===== src/rtl/data_cache.sv =====
// data_cache: direct-mapped, write-through, no-write-allocate data cache.
// Sits between the pipeline memory stage and a single-outstanding backing memory.
// Ports:
//   clk, rst                 clock, synchronous active-high reset
//   cpu_re, cpu_we           load / store request from the memory stage
//   cpu_addr, cpu_wdata      byte address (bits [1:0] ignored), store data
//   cpu_rdata, stall         load data (combinational), pipeline freeze (combinational)
//   mem_req, mem_we          registered backing-memory request and direction
//   mem_addr, mem_wdata      registered word-aligned address and write data
//   mem_rdata, mem_ack       backing-memory read data and one-cycle completion
//   hit_count, miss_count    saturating load hit / miss counters
module data_cache #(
  parameter int unsigned WIDTH    = 32,
  parameter int unsigned IDX_BITS = 6
) (
  input  logic             clk,
  input  logic             rst,
  input  logic             cpu_re,
  input  logic             cpu_we,
  input  logic [WIDTH-1:0] cpu_addr,
  input  logic [WIDTH-1:0] cpu_wdata,
  output logic [WIDTH-1:0] cpu_rdata,
  output logic             stall,
  output logic             mem_req,
  output logic             mem_we,
  output logic [WIDTH-1:0] mem_addr,
  output logic [WIDTH-1:0] mem_wdata,
  input  logic [WIDTH-1:0] mem_rdata,
  input  logic             mem_ack,
  output logic [31:0]      hit_count,
  output logic [31:0]      miss_count
);

  localparam int unsigned DEPTH = 1 << IDX_BITS;
  localparam int unsigned TAG_W = WIDTH - IDX_BITS - 2;

  localparam logic [1:0] S_IDLE    = 2'd0;
  localparam logic [1:0] S_RD_WAIT = 2'd1;
  localparam logic [1:0] S_WR_WAIT = 2'd2;

  logic [1:0]       r_state;
  logic [1:0]       w_next;
  logic [DEPTH-1:0] r_valid;
  logic [TAG_W-1:0] r_tag  [DEPTH];
  logic [WIDTH-1:0] r_data [DEPTH];

  logic [IDX_BITS-1:0] w_idx;
  logic [TAG_W-1:0]    w_tag;
  logic                w_hit;
  logic [IDX_BITS-1:0] w_m_idx;
  logic [TAG_W-1:0]    w_m_tag;
  logic                w_m_hit;

  logic w_load_hit;
  logic w_load_miss;
  logic w_start_wr;
  logic w_fill;
  logic w_wr_update;

  // Lookup for the incoming request and for the latched request address
  assign w_idx   = cpu_addr[IDX_BITS+1:2];
  assign w_tag   = cpu_addr[WIDTH-1:IDX_BITS+2];
  assign w_hit   = r_valid[w_idx] && (r_tag[w_idx] == w_tag);
  assign w_m_idx = mem_addr[IDX_BITS+1:2];
  assign w_m_tag = mem_addr[WIDTH-1:IDX_BITS+2];
  assign w_m_hit = r_valid[w_m_idx] && (r_tag[w_m_idx] == w_m_tag);

  // State register
  always_ff @(posedge clk) begin
    if (rst) r_state <= S_IDLE;
    else     r_state <= w_next;
  end

  // Next state, stall and load data
  always_comb begin
    w_next      = r_state;
    stall       = 1'b0;
    cpu_rdata   = '0;
    w_load_hit  = 1'b0;
    w_load_miss = 1'b0;
    w_start_wr  = 1'b0;
    w_fill      = 1'b0;
    w_wr_update = 1'b0;
    case (r_state)
      S_IDLE: begin
        if (cpu_we) begin
          // store wins over a simultaneous load
          w_start_wr = 1'b1;
          stall      = 1'b1;
          w_next     = S_WR_WAIT;
        end else if (cpu_re) begin
          if (w_hit) begin
            cpu_rdata  = r_data[w_idx];
            w_load_hit = 1'b1;
          end else begin
            stall       = 1'b1;
            w_load_miss = 1'b1;
            w_next      = S_RD_WAIT;
          end
        end
      end
      S_RD_WAIT: begin
        if (mem_ack) begin
          // forward fill data in the ack cycle so the pipeline resumes at once
          cpu_rdata = mem_rdata;
          w_fill    = 1'b1;
          w_next    = S_IDLE;
        end else begin
          stall = 1'b1;
        end
      end
      S_WR_WAIT: begin
        if (mem_ack) begin
          w_wr_update = w_m_hit;
          w_next      = S_IDLE;
        end else begin
          stall = 1'b1;
        end
      end
      default: w_next = S_IDLE;
    endcase
  end

  // Memory request registers, counters and valid bits
  always_ff @(posedge clk) begin
    if (rst) begin
      mem_req    <= 1'b0;
      mem_we     <= 1'b0;
      mem_addr   <= '0;
      mem_wdata  <= '0;
      hit_count  <= '0;
      miss_count <= '0;
      r_valid    <= '0;
    end else begin
      if (w_start_wr || w_load_miss) begin
        mem_req  <= 1'b1;
        mem_we   <= w_start_wr;
        mem_addr <= cpu_addr & ~WIDTH'(3);
        if (w_start_wr) mem_wdata <= cpu_wdata;
      end else if (r_state != S_IDLE && mem_ack) begin
        mem_req <= 1'b0;
        mem_we  <= 1'b0;
      end
      if (w_load_hit && hit_count != '1)   hit_count  <= hit_count + 32'd1;
      if (w_load_miss && miss_count != '1) miss_count <= miss_count + 32'd1;
      if (w_fill) r_valid[w_m_idx] <= 1'b1;
    end
  end

  // Tag and data storage (not reset); a fill replaces the line unconditionally
  always_ff @(posedge clk) begin
    if (!rst) begin
      if (w_fill) begin
        r_tag[w_m_idx]  <= w_m_tag;
        r_data[w_m_idx] <= mem_rdata;
      end else if (w_wr_update) begin
        r_data[w_m_idx] <= mem_wdata;
      end
    end
  end

endmodule


===== config.mk =====
export PLATFORM = sky130hd
export DESIGN_NAME = data_cache
export DESIGN_NICKNAME = d
export VERILOG_FILES = /design/src/rtl/data_cache.sv
export SDC_FILE = /design/constraint.sdc
export NUM_CORES = 2
export LEC_CHECK = 0
export CORE_MARGIN = 2
export CORE_UTILIZATION = 50
export CTS_CLUSTER_DIAMETER = 80
export DETAILED_ROUTE_END_ITERATION = 10
export PLACE_DENSITY_LB_ADDON = 0.12
export SYNTH_ARGS = -nofsm -noshare
export SYNTH_HDL_FRONTEND = slang
export SYNTH_SLANG_ARGS = --single-unit
export TNS_END_PERCENT = 1

===== constraint.sdc =====
create_clock -name clk -period 12.4 [get_ports clk]
set_clock_uncertainty 0.15 [all_clocks]
set_input_delay 1.86 -clock clk [delete_from_list [all_inputs] [get_ports clk]]
set_output_delay 1.86 -clock clk [all_outputs]
set_load 0.05 [all_outputs]

==> run metrics <==
status finished, final reports clean; Post-synth ARST share 0; Post-route DRC 0; Pleak 56.7 nW; drt initial violations 11,799; P_int 0.0217 W; TritonCTS clock tree done; MaxCap Viol Count 0; largest net degree at the start of global routing 136; Avg Inst Size Synth 21.0 um2; Syn Inst Count 7,602; worst endpoint data arrival time 8.56 ns; netlist area before placement 160,000 um2; Starting Density 0.502; sw frac 0.233; Post-Place Cells 11,800; Pwr Total 0.0283 W; total track usage 0.313; yosys warns 0; Reg clk slew, reported paths 0.06 ns; die width 569 um; Die Y 569 um; Peak VDD IR 0.132 mV; clock buffer depth 4; number of synthesized flops with an enable pin 3,584; HP Class flip-flop to flip-flop; post-route ant nets 0; port bufs 259; combinational group share of total power 0.085; wire length per cell 40.6 um; CP Launch Type input port; Top Ports 264; layout cells sized above 1 0.312; initial antenna violation count 17; Seq. cell area 112,000 um2; final slew viol count 0; critical path peak fanout 44; CTS buffer count 398; Fillers 23,459; CTS hold repair buffers 0; Setup Fix Bufs, Post-CTS 0; crit end category output port; fin cells 12,539; PwrDens 156 nW/um2; synthesis-stage register bit count 3,784; vias in the first global route 86,178; Vias 86,711; # setup viols final 0; clk_lat worst skew 0.97 ns; worst relative slew slack 0.0887; NetSw 0.00659 W; minimum clock period 10.57 ns; post-cts sizing count 0; final worst path period share 0.852; Via-to-Cell Ratio 6.92; Layout area overhead 13.4%; Final Net Count 8,127; H-Tree Depth 5; final wirelength 509,000 um; post-detail-place hpwl 280,000 um; routability congestion estimate 0.885; Site Rows 207; CP required 10.39 ns; area of the multi-input gates 46,300 um2; Root Buffer clkbuf_16; core area 318,000 um2; crit path kind input port to output port; Synth cell types 88; Reg power frac 0.501; die area 324,000 um2; final hold vios 0; RSZ-0062 raised after global routing no; Clk pwr share 0.414; sequential cell area fraction in the yosys report 0.699; drt first pass iters 5; first-pass GRT wire length 698,000 um; setup TNS 0 ns; fmax 94.6 MHz; # clock sinks 3,784; global route overflow 0; Worst-Margin Slew 1.37 ns; Synth Flop Type edfxtp_1
-- synth_stat cells, drive strengths merged (13+ instances only) --
cell    count  area share
and2       18     0.00071
nor2b      42      0.0016
o21ai      48      0.0016
mux4     1473        0.21
and3       21     0.00082
o21a       13     0.00061
a21oi     126      0.0040
nand2     281      0.0066
clkbuf    271      0.0064
nand4      25     0.00098
or3        25     0.00098
edfxtp   3584        0.67
mux2i     303       0.019
nor2      129      0.0031
o22ai      37      0.0015
dfxtp     200       0.025
mux2       72      0.0051
nand3      61      0.0019
nor3       95      0.0031
nand2b     15     0.00059
inv        15     0.00035
a22o       34      0.0019
a21o       67      0.0032
a22oi      85      0.0040
buf       260      0.0094
xnor2      35      0.0019
o31ai      26      0.0012
or4        35      0.0016
o211ai     16     0.00075
nor4       26      0.0011
-- flip-flops by register name, summed over array words and instances (netlist names), named ones only --
register / count
r_data: 2048
r_tag: 1536
r_valid: 64
hit_count: 32
mem_wdata: 32
miss_count: 32
mem_addr: 30
r_state: 2
mem_req: 1
mem_we: 1
-- cells by family (layout without fill, tap and decap cells) --
logic type,after synthesis,after routing,synth area share
muxes,1848,1848,0.232
adders and majority gates,6,6,0.000470
buffers and inverters,546,1295,0.0161
DFF,3784,3784,0.699
xor gates and xnor gates,41,41,0.00225
AOI/OAI and AO/OA,563,563,0.0246
other,1,9,0.0000235
and+or+nand+nor,813,813,0.0252
-- cell usage in the layout (no fill, tap or decap), types with 37 or more instances in the layout --
master / count
nand3_1: 60
clkbuf_16: 400
nor3_2: 67
edfxtp_1: 3584
nand2_1: 279
nor2_1: 63
nor2b_1: 37
a22oi_1: 84
mux4_2: 1473
o21ai_0: 43
mux2i_1: 303
nor2_4: 65
clkinv_2: 61
mux2_2: 71
buf_4: 271
a21oi_1: 125
clkbuf_1: 101
clkdlybuf4s50_1: 252
o22ai_1: 37
a21o_1: 67
dfxtp_1: 170
clkinv_1: 78
-- area by class of cell --
cell class / count / share of cell area
Sequential cell: 3784 / 0.617
Multi-Input combinational cell: 3273 / 0.256
Clock buffer: 516 / 0.0585
Tap cell: 4180 / 0.0289
Timing Repair Buffer: 548 / 0.0279
Clock inverter: 216 / 0.0113
Inverter: 15 / 0.000394
Antenna cell: 7 / 0.0000968
-- worst paths after layout --
path / startpoint / endpoint / slack (ns) / cells after the start
worst max register to register: flip-flop / r_data[10][18]$_DFFE_PP_ / 4.56 / 10
worst min register to register: r_valid[54]$_SDFFE_PP0P_ / r_valid[54]$_SDFFE_PP0P_ / 0.33 / 1
worst max-delay path: cpu_addr[3] / cpu_rdata[7] / 1.83 / 14
worst min-delay path: r_valid[54]$_SDFFE_PP0P_ / r_valid[54]$_SDFFE_PP0P_ / 0.33 / 1
-- worst max-delay path, cell delays in order --
cell and delay, ns:
buf_8 0.46, buf_12 0.35, buf_4 0.52, mux4_2 0.39
a32oi_1 0.19, o31ai_1 0.12, or4_1 0.57, o21ai_0 0.41
nand4_1 0.15, nor4b_1 0.30, nand4_1 0.74, or3_2 1.01
o21ai_0 0.43, clkdlybuf4s50_1 0.89
-- power groups by stage --
| stage | logic [W] | clock network (W) | registers [W] |
|---|---|---|---|
| 2_1_floorplan | 0.00140 | 0 | 0.0145 |
| 3_3_place_gp | 0.00236 | 0 | 0.0144 |
| 3_5_place_dp | 0.00239 | 0 | 0.0145 |
| 4_1_cts | 0.00240 | 0.0118 | 0.0142 |
| 5_1_grt | 0.00248 | 0.0123 | 0.0142 |
| 6_report | 0.00239 | 0.0117 | 0.0142 |
-- metrics by stage --
stage               instance area, um2  worst slack [ns]   util  hold WS [ns]
floorplan                       160000              4.26      -         0.286
global placement                168000              1.84  0.530         0.296
detailed placement              168000              1.91  0.530         0.307
CTS                             181000              1.91  0.569         0.322
global route                    181000              1.73  0.569         0.340
finish                          181000              1.83  0.569         0.325
-- layer usage --
| layer | routed length [um] | global-route usage | vias to the layer above |
|---|---|---|---|
| met5 | 149 | 0 | - |
| met4 | 28700 | 0.150 | 16 |
| met3 | 46000 | 0.0559 | 1116 |
| met2 | 246000 | 0.507 | 4953 |
| met1 | 188000 | 0.414 | 47150 |
| li1 | - | - | 33476 |
(Power assumes the default switching activity.)
